`config.mk`:
```
export PLATFORM = sky130hd
export DESIGN_NAME = traffic_light_ctrl
export DESIGN_NICKNAME = d
export VERILOG_FILES = /design/src/rtl/traffic_light_ctrl.sv
export SDC_FILE = /design/constraint.sdc
export NUM_CORES = 1
export LEC_CHECK = 0
export ABC_AREA = 1
export ABC_CLOCK_PERIOD_IN_PS = 1700
export BUFFER_PORTS_ARGS = -buffer_cell sky130_fd_sc_hd__buf_2
export CAP_MARGIN = 15
export CORE_MARGIN = 2
export CORE_UTILIZATION = 53
export CTS_CLUSTER_SIZE = 28
export DETAILED_ROUTE_END_ITERATION = 8
export GPL_TIMING_DRIVEN = 0
export PLACE_DENSITY = 0.83
export SLEW_MARGIN = 5
export SYNTH_ARGS = -nofsm -noshare
export SYNTH_HDL_FRONTEND = slang
export SYNTH_SLANG_ARGS = --single-unit
```
`constraint.sdc`:
```
create_clock -name clk -period 1.7 [get_ports clk]
set_input_delay 0.17 -clock clk [delete_from_list [all_inputs] [get_ports clk]]
set_output_delay 0.17 -clock clk [all_outputs]
set_load 0.05 [all_outputs]
```
`src/rtl/traffic_light_ctrl.sv`:
```
`default_nettype none
// ============================================================================
// Module   : traffic_light_ctrl
// Brief    : Tick-timed NS/EW traffic-light FSM with a pedestrian walk phase.
// Revision : 1.0 - initial release
// ============================================================================
module traffic_light_ctrl #(
   parameter int NS_GREEN_TICKS = 5,
   parameter int EW_GREEN_TICKS = 5,
   parameter int YELLOW_TICKS   = 2,
   parameter int WALK_TICKS     = 3
) (
   input  logic clk,
   input  logic rst,
   input  logic tick,
   input  logic ped_req,
   output logic ns_g,
   output logic ns_y,
   output logic ns_r,
   output logic ew_g,
   output logic ew_y,
   output logic ew_r,
   output logic walk,
   output logic ped_pending
);

   localparam int c_MAX_G   = (NS_GREEN_TICKS > EW_GREEN_TICKS) ? NS_GREEN_TICKS : EW_GREEN_TICKS;
   localparam int c_MAX_YW  = (YELLOW_TICKS > WALK_TICKS) ? YELLOW_TICKS : WALK_TICKS;
   localparam int c_MAX_DUR = (c_MAX_G > c_MAX_YW) ? c_MAX_G : c_MAX_YW;
   localparam int c_CNT_W   = (c_MAX_DUR > 1) ? $clog2(c_MAX_DUR) : 1;

   localparam logic [c_CNT_W-1:0] c_NS_G_LAST = c_CNT_W'(NS_GREEN_TICKS - 1);
   localparam logic [c_CNT_W-1:0] c_EW_G_LAST = c_CNT_W'(EW_GREEN_TICKS - 1);
   localparam logic [c_CNT_W-1:0] c_Y_LAST    = c_CNT_W'(YELLOW_TICKS - 1);
   localparam logic [c_CNT_W-1:0] c_WALK_LAST = c_CNT_W'(WALK_TICKS - 1);

   // Lamp vector order: {ns_g, ns_y, ns_r, ew_g, ew_y, ew_r, walk}
   localparam logic [6:0] c_LAMP_NS_G = 7'b1000010;
   localparam logic [6:0] c_LAMP_NS_Y = 7'b0100010;
   localparam logic [6:0] c_LAMP_EW_G = 7'b0011000;
   localparam logic [6:0] c_LAMP_EW_Y = 7'b0010100;
   localparam logic [6:0] c_LAMP_WALK = 7'b0010011;

   typedef enum logic [2:0] {
      ST_NS_G = 3'd0,
      ST_NS_Y = 3'd1,
      ST_EW_G = 3'd2,
      ST_EW_Y = 3'd3,
      ST_WALK = 3'd4
   } state_t;

   state_t               r_state;
   logic [c_CNT_W-1:0]   r_cnt;
   logic                 r_ped_pending;
   logic                 r_next_ew;
   logic [6:0]           r_lamps;

   logic [c_CNT_W-1:0]   w_last;
   state_t               w_adv;
   state_t               w_next;
   logic                 w_legal;
   logic                 w_fire;
   logic                 w_move;
   logic                 w_enter_walk;

   function automatic logic [6:0] f_lamps(input state_t s);
      case (s)
         ST_NS_Y: f_lamps = c_LAMP_NS_Y;
         ST_EW_G: f_lamps = c_LAMP_EW_G;
         ST_EW_Y: f_lamps = c_LAMP_EW_Y;
         ST_WALK: f_lamps = c_LAMP_WALK;
         default: f_lamps = c_LAMP_NS_G;
      endcase
   endfunction

   always_comb begin
      w_last  = '0;
      w_adv   = ST_NS_G;
      w_legal = 1'b1;
      case (r_state)
         ST_NS_G: begin
            w_last = c_NS_G_LAST;
            w_adv  = ST_NS_Y;
         end
         ST_NS_Y: begin
            w_last = c_Y_LAST;
            w_adv  = r_ped_pending ? ST_WALK : ST_EW_G;
         end
         ST_EW_G: begin
            w_last = c_EW_G_LAST;
            w_adv  = ST_EW_Y;
         end
         ST_EW_Y: begin
            w_last = c_Y_LAST;
            w_adv  = r_ped_pending ? ST_WALK : ST_NS_G;
         end
         ST_WALK: begin
            w_last = c_WALK_LAST;
            w_adv  = r_next_ew ? ST_EW_G : ST_NS_G;
         end
         default: w_legal = 1'b0;
      endcase
      w_fire       = tick && (r_cnt == w_last);
      // An illegal encoding moves to NS_G regardless of tick.
      w_move       = w_fire || !w_legal;
      w_next       = w_move ? w_adv : r_state;
      w_enter_walk = w_fire && (w_adv == ST_WALK);
   end

   always_ff @(posedge clk or posedge rst) begin
      if (rst) begin
         r_state       <= ST_NS_G;
         r_cnt         <= '0;
         r_ped_pending <= 1'b0;
         r_next_ew     <= 1'b0;
         r_lamps       <= c_LAMP_NS_G;
      end else begin
         r_state <= w_next;
         r_lamps <= f_lamps(w_next);
         if (w_move)
            r_cnt <= '0;
         else if (tick)
            r_cnt <= r_cnt + 1'b1;
         if (w_enter_walk)
            r_next_ew <= (r_state == ST_NS_Y);
         // Entering or sitting in WALK drops requests; clear beats a new request.
         if (w_enter_walk || (r_state == ST_WALK))
            r_ped_pending <= 1'b0;
         else if (ped_req)
            r_ped_pending <= 1'b1;
      end
   end

   assign {ns_g, ns_y, ns_r, ew_g, ew_y, ew_r, walk} = r_lamps;
   assign ped_pending = r_ped_pending;

endmodule
`default_nettype wire
```
==> results of run 1 <==
through the flow:
stage	hold WS [ps]	util (%)	cells	cell area, sq um
4_1_cts	120	65.4	116	862
5_1_grt	148	65.4	116	862
3_3_place_gp	220	62.7	111	826
3_5_place_dp	235	62.7	111	826
2_1_floorplan	70.0	-	85	752
6_report	128	65.4	116	862
cell usage after synthesis:
master / n
a21oi_1: 4
a21oi_2: 3
dfrtp_1: 13
dfstp_2: 2
ha_1: 1
inv_1: 12
inv_2: 4
nand2_1: 12
nand2_2: 10
nand2_4: 2
nand3_1: 4
nand3_2: 2
nand4_1: 1
nor2_1: 7
nor2_2: 3
nor2_4: 1
o211ai_1: 1
o21ai_0: 1
o21ai_1: 2
routing by layer:
layer | part of all wire [%] | GRT usage [%]
met5 | 0 | 0
met4 | 2.2 | 11.6
met3 | 1.2 | 1.30
met2 | 54 | 35.3
met1 | 42 | 19.4
sequential cells by signal, summed over array words and instances, names as in the netlist:
| register | count |
|---|---|
| r_next_ew | 1 |
| r_cnt | 3 |
| ped_pending | 1 |
| r_state | 3 |
| r_lamps | 7 |
worst register-to-register path: stages (launching register included):
cell,delay (ps)
dfrtp_1,480
nor2_2,190
inv_1,100
a21oi_2,160
nand3_2,140
nand2_2,130
nand2_2,60
nand2_2,80
nand2_2,60
nor2_2,80
area by class of cell:
class                      count  area (sq um)
fill                          98           455
sequential                    15           378
multi-input combinational     54           314
timing repair buffer          12          65.1
inverter                      16          60.1
clock buffer                   4          26.3
tap                           15          18.8
kinds of logic after synthesis:
group	Yosys count	share of synthesized area, %
buffers and inverters	16	7.99
and+or+nand+nor	42	30.9
AOI/OAI and AO/OA	11	9.15
adders and majority gates	1	1.66
DFF	15	50.2
power groups by stage:
stage | Sequential (mW) | Clock (mW) | Combinational [mW]
CTS | 0.625 | 0.200 | 1.10
global route | 0.646 | 0.211 | 1.20
global placement | 0.625 | 0 | 1.05
detailed placement | 0.628 | 0 | 1.09
finish | 0.628 | 0.192 | 1.08
floorplan | 0.880 | 0 | 0.633
worst max-delay path by stage:
stage               depth (start not counted)         from         end  slack, ps
floorplan                                   9  ped_pending  r_lamps[6]        340
global placement                            9   r_state[2]  r_lamps[6]        260
detailed placement                          9   r_state[2]  r_lamps[6]        210
CTS                                         9   r_state[2]  r_lamps[6]        180
global route                                9   r_state[2]  r_lamps[6]         40
finish                                      9   r_state[2]  r_lamps[6]        170
==> summary.md, run 1 <==
| Metric | Value |
|---|---|
| Delay-heaviest family, CP | simple AND/OR/NAND/NOR gates |
| Synth warn | 0 |
| DRT antenna net count | 0 |
| # IOs | 12 |
| Clk buf depth | 2 |
| Yosys cell types | 19 |
| Critical Path Fanout Max | 7 |
| Worst Reg-to-Reg Cells | 9 |
| CTS root buf | clkbuf_4 |
| Vias post-DR | 586 |
| Worst Max-Slew Pin Slew | 536 ps |
| Most frequent CP cell | nand2_2 |
| Worst r2r src | r_state[2] |
| Site Rows | 13 |
| Clk_lat worst skew | 270 ps |
| Synth area leaders | dfrtp_1 43%, nand2_2 8.3%, dfstp_2 7.0% |
| Total GRT Usage | 18.6% |
| Most common cell after layout, fill and taps aside | dfrtp_1 |
| Largest net degree at the start of global routing | 16 |
| FMAX | 0.653 GHz |
| TritonCTS clock tree | done |
| Layout cells sized above 1 | 40.6% |
| CP required | 1920 ps |
| Final Hold Vio Count | 0 |
| Clk pwr share | 10.1% |
| Initial Util | 57.1% |
| CP peak stage delay | 480 ps |
| R2r setup slk | 170 ps |
| Layout area overhead | 14.6% |
| Crit path kind | reg2reg |
| Dpl ws | 207 ps |
| Endpoints failing setup | 0 |
| TritonCTS Buffers | 3 |
| Total core area | 0.00132 sq mm |
| P per Cell Area | 2210 mW/mm^2 |
| Tot Pwr | 1.90 mW |
| Die area | 0.00174 sq mm |
| Setup WS post-layout | 169 ps |
| Sw Ratio | 52.2% |
| Setup crit end kind | flip-flop |
| Max rail drop VDD | 0.00137 V |
| Slowest stage cell, crit path | dfrtp_1 |
| Crit path time final | 1530 ps |
| Total wire length | 1340 um |
| LEAKAGE | 0.452 nW |
| Sink Count | 15 |
| Vias per cell | 5.05 |
| Relative slew slack | 64.3% |
| Post-CTS Setup Bufs | 0 |
| Detailed Route Iter0 Violations | 4 |
| Nets | 107 |
| Most frequent cells in the layout | 13 x dfrtp_1, 12 x nand2_1, 12 x inv_1 |
| Tcrit/Tclk final | 90.1% |
| Routability cong. | 0.823 |
| Hold path cells | 3 |
| Clock-pin slew on the worst setup and hold paths | 80 ps |
| Hold Path Class | in2reg |
| Post-detail-place hpwl | 1030 um |
| Reg2reg end | r_lamps[6] |
| Syn Std Cell Area | 752 sq um |
| Comb pwr share | 56.9% |
| Leading area contributor after synthesis | dfrtp_1 |
| Post-synth top area share | 43.3% |
| Synth Instances | 85 |
| Number of synthesized register bits | 15 |
| Mapped Avg Cell Area | 8.85 sq um |
| Worst Skew | 3.33 ps |
| Antenna Cells | 0 |
| Die width | 41.7 um |
| Fin Setup TNS | 0 ps |
| RSZ-0062 raised after global routing | no |
| Total gr overflow | 0 |
| Max Slew Vio Count | 0 |
| Internal | 910 uW |
| Number of antenna violations at the first check in global routing | 0 |
| DRC Markers | 0 |
| Post-CTS Resized | 0 |
| Switch Pwr | 995 uW |
| First-pass GRT wire length | 2430 um |
| Cell Chain, Critical Path | nor2_2 > inv_1 > a21oi_2 > nand3_2 > nand2_2 > nand2_2 > nand2_2 > nand2_2 > nor2_2 |
| Hold path startpoint | ped_req |
| Cts hold-fix bufs | 1 |
| Die H | 41.7 um |
| H-tree depth | 1 |
| Worst Hold End | ped_pending |
| Seq/Total Area, Yosys | 50.2% |
| I/O Buffers | 11 |
| Detailed Routing Iterations Pass 1 | 3 |
| Drt wl/cell | 11.5 um |
| Crit path arrival time | 1750 ps |
| Status | finished, final reports clean |
| Synthesized net count | 90 |
| CP startpoint kind | flip-flop |
| Max-cap violations | 0 |
| Vias in the first global route | 626 |
| Worst Path Buf+Inv | 1 |
| Sequential share of power | 33.0% |
Note: power is estimated with default switching activity, not from simulation.
==> inputs of run 2 (changes only) <==
--- a/config.mk
+++ b/config.mk
@@ -9,12 +9,11 @@
 export ABC_CLOCK_PERIOD_IN_PS = 1700
 export BUFFER_PORTS_ARGS = -buffer_cell sky130_fd_sc_hd__buf_2
 export CAP_MARGIN = 15
-export CORE_MARGIN = 2
 export CORE_UTILIZATION = 53
 export CTS_CLUSTER_SIZE = 28
 export DETAILED_ROUTE_END_ITERATION = 8
 export GPL_TIMING_DRIVEN = 0
-export PLACE_DENSITY = 0.83
+export PLACE_DENSITY = 0.75
 export SLEW_MARGIN = 5
 export SYNTH_ARGS = -nofsm -noshare
 export SYNTH_HDL_FRONTEND = slang
==> run 2 against run 1 <==
Compared with the run above:
- wire length fell by 11%
- global-route usage grew 2.5 points
- cell count did not move
- fmax is 2.4% higher
- utilization stayed put
- combinational power about the same
- sequential share of layout area unchanged
- largest cell class unchanged
- highest routed layer unchanged
==> summary.md, run 2 (synthesis gave the netlist of run 1 again) <==
| Metric | Value |
|---|---|
| Clk_lat worst skew | 270 ps (about the same) |
| Final Hold Vio Count | 0 (unchanged) |
| I/O Buffers | 11 (unchanged) |
| CP peak stage delay | 470 ps (about the same) |
| Number of antenna violations at the first check in global routing | 0 (unchanged) |
| Max Slew Vio Count | 0 (unchanged) |
| Total wire length | 1200 um (-11%) |
| Largest net degree at the start of global routing | 16 (unchanged) |
| Crit path time final | 1490 ps (-36.2 ps) |
| Initial Util | 57.1% (unchanged) |
| Die H | 39.7 um (-4.8%) |
| CP required | 1920 ps (about the same) |
| Most frequent cells in the layout | 13 x dfrtp_1, 12 x nand2_1, 12 x inv_1 |
| Worst Skew | 2.02 ps (-1.31 ps) |
| Crit path kind | reg2reg |
| Post-DP Area | 826 sq um (unchanged) |
| Final design utilization | 65.4% (unchanged) |
| Hold Path Class | in2reg |
| RSZ-0062 raised after global routing | no |
| Top reg by flops | r_lamps |
| Site Rows | 13 (unchanged) |
| Comb pwr share | 56.6% (-0.3 points) |
| Status | finished, final reports clean |
| Setup crit end kind | flip-flop |
| Relative slew slack | 64.6% (+0.39 points) |
| Vias in the first global route | 494 (-21%) |
| LEAKAGE | 0.452 nW (unchanged) |
| Sw Ratio | 51.5% (-0.72 points) |
| Clock-pin slew on the worst setup and hold paths | 80 ps (about the same) |
| TritonCTS Buffers | 3 (unchanged) |
| Clk buf depth | 2 (unchanged) |
| P per Cell Area | 2180 mW/mm^2 (-1.5%) |
| Vias per cell | 5.01 (-0.85%) |
| Routability cong. | 0.820 (-0.30%) |
| Max-cap violations | 0 (unchanged) |
| Detailed Routing Iterations Pass 1 | 4 (+1) |
| Drt wl/cell | 10.3 um (-11%) |
| Worst Path Buf+Inv | 1 (unchanged) |
| Setup WS post-layout | 205 ps (+36.2 ps) |
| Cell Chain, Critical Path | nor2_2 > inv_1 > a21oi_2 > nand3_2 > nand2_2 > nand2_2 > nand2_2 > nand2_2 > nor2_2 |
| Vias post-DR | 581 (-0.85%) |
| Post-detail-place hpwl | 912 um (-11%) |
| Endpoints failing setup | 0 (unchanged) |
| Clk pwr share | 10.2% (about the same) |
| Detailed Route Iter0 Violations | 15 (+11) |
| DRC Markers | 0 (unchanged) |
| Most frequent CP cell | nand2_2 |
| Die width | 39.7 um (-4.8%) |
| Layout area overhead | 14.6% (unchanged) |
| Post-CTS Resized | 0 (unchanged) |
| Max rail drop VDD | 0.00137 V (about the same) |
| Most common cell after layout, fill and taps aside | dfrtp_1 |
| Crit path arrival time | 1710 ps (-40 ps) |
| Tcrit/Tclk final | 87.9% (-2.1 points) |
| Fin Setup TNS | 0 ps (unchanged) |
| Slowest stage cell, crit path | dfrtp_1 |
| Area occupied by multi-input gates | 314 sq um (unchanged) |
| Max reg flops | 7 (unchanged) |
| Total GRT Usage | 21.1% (+2.5 points) |
| FF/Latch Area | 378 sq um (unchanged) |
| Largest regs | r_lamps x7, r_cnt x3, r_state x3 |
| H-tree depth | 1 (unchanged) |
| Worst Max-Slew Pin Slew | 530 ps (-5.80 ps) |
| Min Hold Slack | 120 ps (-7.60 ps) |
| Layout filler cell count | 112 (+14%) |
| Internal | 910 uW (about the same) |
| CP startpoint kind | flip-flop |
| Layout cells sized above 1 | 40.6% (unchanged) |
| Antenna Cells | 0 (unchanged) |
| Nets | 107 (unchanged) |
| Switch Pwr | 966 uW (-2.8%) |
| First-pass GRT wire length | 2040 um (-16%) |
| Total gr overflow | 0 (unchanged) |
| Total core area | 0.00132 sq mm (unchanged) |
| Critical Path Fanout Max | 7 (unchanged) |
| Sequential share of power | 33.2% (+0.2 points) |
| CTS root buf | clkbuf_4 |
| Dpl ws | 215 ps (+7.81 ps) |
| TritonCTS clock tree | done |
| Die area | 0.00157 sq mm (-9.4%) |
| Sink Count | 15 (unchanged) |
| DRT antenna net count | 0 (unchanged) |
| # IOs | 12 (unchanged) |
| FMAX | 0.669 GHz (+2.4%) |
| Final instance area | 862 sq um (unchanged) |
| Delay-heaviest family, CP | simple AND/OR/NAND/NOR gates |
run 2: cell counts in the layout (fill, tap and decap cells not counted):
Identical to the previous run, type by type.
run 2: tightest hold or removal path, cell delays in order:
cell and delay [ps]:
buf_2 70, o211ai_1 70, inv_1 50
run 2: final timing paths:
path                            startpoint  slack, ps           to  depth (start not counted)
max in group asynchronous              rst        850   r_lamps[6]                          3
worst min-delay path               ped_req        120  ped_pending                          3
worst min register to register   r_next_ew        500    r_next_ew                          2
min in group asynchronous              rst        480   r_state[0]                          3
worst max register to register  r_state[2]        210   r_lamps[6]                          9
worst max-delay path            r_state[2]        210   r_lamps[6]                          9
run 2: routing by layer:
metal | routed length [um] | track usage, % | vias to the layer above | part of all wire, %
li1 | - | - | 295 | -
met1 | 529 | 26.7 | 267 | 44
met2 | 557 | 30.7 | 15 | 47
met3 | 67 | 3.41 | 4 | 5.6
met4 | 42 | 18.1 | 0 | 3.5
met5 | 0 | 0 | - | 0
run 2: metrics by stage:
step	power [mW]	cells
CTS	1.90	116
detailed placement	1.70	111
floorplan	1.51	85
global route	2.03	116
global placement	1.68	111
finish	1.88	116
run 2: final cells by class:
type,count,share of cell area [%]
inverters,16,6.97
repair buffers,12,7.55
clock buffers,4,3.05
well taps,15,2.18
flip-flops and latches,15,43.8
multi-input cells,54,36.4
run 2: power by group through the flow:
stage	combinational, mW	clock (mW)	sequential [mW]
floorplan	0.633	0	0.880
global placement	1.05	0	0.626
detailed placement	1.07	0	0.632
CTS	1.07	0.202	0.625
global route	1.17	0.222	0.643
finish	1.06	0.191	0.623
run 2: what timing repair did:
item | in CTS | in global routing
hold buffers | 1 | 0
hold endpoints to repair | 13 | 0
buffers inserted | 0 | 0
==> inputs of run 3 (changes only) <==
--- a/config.mk
+++ b/config.mk
@@ -5,15 +5,14 @@
 export SDC_FILE = /design/constraint.sdc
 export NUM_CORES = 1
 export LEC_CHECK = 0
-export ABC_AREA = 1
 export ABC_CLOCK_PERIOD_IN_PS = 1700
 export BUFFER_PORTS_ARGS = -buffer_cell sky130_fd_sc_hd__buf_2
 export CAP_MARGIN = 15
-export CORE_UTILIZATION = 53
+export CORE_UTILIZATION = 54
 export CTS_CLUSTER_SIZE = 28
 export DETAILED_ROUTE_END_ITERATION = 8
 export GPL_TIMING_DRIVEN = 0
-export PLACE_DENSITY = 0.75
+export PLACE_DENSITY = 0.76
 export SLEW_MARGIN = 5
 export SYNTH_ARGS = -nofsm -noshare
 export SYNTH_HDL_FRONTEND = slang
==> run 3 against run 2 <==
Compared with the run above:
- the run now ends with setup timing left
- combinational power grew 25%
- utilization up 8.7 points
- non-clock buffer count grew 15
- synthesized cell count down 1.2%
- critical endpoint unchanged
- largest cell class is now multi-input gates
==> summary.md, run 3 <==
| Metric | Value |
|---|---|
| CP peak stage delay | 500 ps (+30 ps) |
| Worst Skew | 2.65 ps (+0.631 ps) |
| Min Hold Slack | 190 ps (+69.8 ps) |
| Fin Setup TNS | -95.0 ps (-95.0 ps) |
| H-tree depth | 1 (unchanged) |
| Vias per cell | 5.99 (+20%) |
| Max reg flops | 7 (unchanged) |
| Layout filler cell count | 104 (-7.1%) |
| Most frequent cells in the layout | 12 x dfrtp_1, 11 x buf_2, 10 x buf_4 |
| Layout cells sized above 1 | 36.1% (-4.5 points) |
| Worst Path Buf+Inv | 1 (unchanged) |
| Drt wl/cell | 16.2 um (+58%) |
| Delay-heaviest family, CP | compound AO/OA/AOI/OAI gates |
| Die area | 0.00178 sq mm (+13%) |
| # IOs | 12 (unchanged) |
| Total GRT Usage | 24.7% (+3.7 points) |
| Synth Flop Type | dfrtp_1 |
| Die H | 42.2 um (+6.3%) |
| Most common cell after layout, fill and taps aside | dfrtp_1 |
| Final Hold Vio Count | 0 (unchanged) |
| TritonCTS Buffers | 3 (unchanged) |
| Max Slew Vio Count | 0 (unchanged) |
| CP required | 1910 ps (about the same) |
| Number of flops mapped to enable cells by yosys | 0 (unchanged) |
| Largest regs | r_lamps x7, r_cnt x3, r_state x3 |
| Max rail drop VDD | 0.00129 V (-6.2%) |
| Site Rows | 14 (+1) |
| Largest net degree at the start of global routing | 16 (unchanged) |
| Failing checks | setup timing |
| LEAKAGE | 0.495 nW (+9.5%) |
| Tot Pwr | 2.20 mW (+17%) |
| Most frequent cell after synthesis | dfrtp_1 |
| P per Cell Area | 1970 mW/mm^2 (-9.6%) |
| Clock-pin slew on the worst setup and hold paths | 90 ps (about the same) |
| Layout area overhead | 28.3% |
| Post-detail-place hpwl | 1190 um (+31%) |
| Total wire length | 2010 um (+69%) |
| Status | finished, violations left |
| Clk buf depth | 2 (unchanged) |
| Number of synthesized register bits | 15 (unchanged) |
| Sequential share of power | 30.8% (-2.4 points) |
| Area occupied by multi-input gates | 495 sq um (+58%) |
| TritonCTS clock tree | done |
| Worst Max-Slew Pin Slew | 575 ps (+44.9 ps) |
| Critical Path Fanout Max | 7 (unchanged) |
| Yosys cell types | 36 (+17) |
| Clk_lat worst skew | 280 ps (about the same) |
| FMAX | 0.557 GHz (-17%) |
| Setup WS post-layout | -95.0 ps (-300 ps) |
| Slowest stage cell, crit path | o31ai_4 |
| CP startpoint kind | flip-flop |
| I/O Buffers | 11 (unchanged) |
| Switch Pwr | 1.04 mW (+7.5%) |
| Hold Path Class | in2reg |
| Detailed Route Iter0 Violations | 24 (+9) |
| Dpl ws | -179 ps (-394 ps) |
| Cell Chain, Critical Path | buf_6 > nor4bb_4 > o31ai_4 > o41ai_2 > or3b_1 |
| Synth area leaders | dfrtp_1 37%, dfstp_2 6.0%, o21ai_0 3.4% |
| DRC Markers | 0 (unchanged) |
| Vias post-DR | 743 (+28%) |
| Sw Ratio | 47.2% (-4.3 points) |
| Mapped Avg Cell Area | 10.4 sq um (+17%) |
| RSZ-0062 raised after global routing | yes |
| Final design utilization | 74.2% (+8.7 points) |
| Vias in the first global route | 707 (+43%) |
| Die width | 42.2 um (+6.3%) |
| Crit path arrival time | 2010 ps (+300 ps) |
| CTS root buf | clkbuf_4 |
| Syn Std Cell Area | 871 sq um (+16%) |
| FF/Latch Area | 379 sq um (+0.33%) |
| First-pass GRT wire length | 3240 um (+59%) |
| Comb pwr share | 59.9% (+3.3 points) |
| Total gr overflow | 0 (unchanged) |
| Nets | 114 (+6.5%) |
| Endpoints failing setup | 1 (+1) |
| Post-synth top area share | 37.4% (-5.9 points) |
| Async set-reset flop share out of synthesis | 100% (unchanged) |
| Detailed Routing Iterations Pass 1 | 4 (unchanged) |
| Post-synth top cells | 13 x dfrtp_1, 7 x nor2_1, 6 x o21ai_0 |
| Max-cap violations | 0 (unchanged) |
| Setup crit end kind | flip-flop |
| Synth warn | 0 (unchanged) |
| Crit path kind | reg2reg |
| Top reg by flops | r_lamps |
| Relative slew slack | 61.6% (-3.0 points) |
| Sink Count | 15 (unchanged) |
| Number of antenna violations at the first check in global routing | 0 (unchanged) |
| Tcrit/Tclk final | 106% (+18 points) |
| Internal | 1.16 mW (+28%) |
| Total core area | 0.00151 sq mm (+14%) |
| Crit path time final | 1800 ps (+300 ps) |
| Synth Instances | 84 (-1.2%) |
| Antenna Cells | 0 (unchanged) |
| Initial Util | 57.8% (+0.73 points) |
| Leading area contributor after synthesis | dfrtp_1 |
| Seq/Total Area, Yosys | 43.4% (-6.9 points) |
| Synthesized net count | 89 (-1.1%) |
| Routability cong. | 0.873 (+6.4%) |
| Clk pwr share | 9.3% (-0.9 points) |
| DRT antenna net count | 0 (unchanged) |
run 3: cell types whose count changed in the layout (fill, tap and decap cells not counted), moves of 3 or more:
cell	before	now
buf_6	0	3
nor2_2	3	0
nand2_1	12	4
buf_4	0	10
inv_2	4	0
xor2_1	0	3
o21ai_0	1	6
inv_1	12	4
a21oi_1	4	1
a21oi_2	3	0
nand3_1	4	0
nand2_2	10	0
run 3: area by class of cell:
cell class,count,area share (%)
Timing Repair Buffer,22,12.9
Inverter,4,1.34
Clock buffer,4,2.35
Tap cell,16,1.79
Multi-Input combinational cell,58,44.3
Sequential cell,15,33.9
Buffer,5,3.36
run 3: worst reg2reg max path: stages, from the launching register on:
cell and delay (ps):
dfrtp_1 400, buf_6 140, nor4bb_4 170, o31ai_4 510
o41ai_2 120, or3b_1 390
run 3: what timing repair did:
action	in CTS	in global routing
endpoints found under the setup margin	5	13
hold buffers	1	0
setup buffers	7	3
endpoints found under the hold margin	13	0
gates resized for setup	8	6
pin swaps	2	11
run 3: worst paths after layout:
check	end	cells after the start	slack [ps]	startpoint
worst min register to register	r_next_ew	2	620	r_next_ew
worst min-delay path	ped_pending	3	190	ped_req
max in group asynchronous	r_state[2]	3	820	rst
worst max register to register	r_lamps[6]	5	-100	r_cnt[0]
worst max-delay path	r_lamps[6]	5	-100	r_cnt[0]
min in group asynchronous	r_lamps[4]	3	470	rst
run 3: power by group through the flow:
stage	sequential (mW)	combinational [mW]	clock, mW
after floorplan	0.816	0.674	0
final	0.677	1.32	0.205
after global routing	0.701	1.41	0.221
after CTS	0.609	1.27	0.208
after global placement	0.605	1.07	0
after detailed placement	0.609	1.10	0
run 3: cell families after synthesis:
family / Yosys count / synth area share, %
buffers and inverters: 11 / 5.89
AO/OA/AOI/OAI: 21 / 18.0
AND/OR/NAND/NOR: 29 / 23.1
XOR/XNOR: 5 / 5.89
adder cells (fa/ha/maj): 1 / 1.44
multiplexers: 2 / 2.30
flip-flops: 15 / 43.4
run 3: through the flow:
| step | cell area (sq um) | cells |
|---|---|---|
| CTS | 1080 | 123 |
| global placement | 946 | 111 |
| detailed placement | 946 | 111 |
| global route | 1120 | 124 |
| finish | 1120 | 124 |
| floorplan | 871 | 84 |
run 3: layer usage:
layer  vias to the layer above  GRT usage (%)  wire length (um)
met5                         -              0                 0
met3                         8           2.59                62
met4                         0           13.1                45
li1                        351              -                 -
met1                       363           34.2               884
met2                        21           38.4              1020
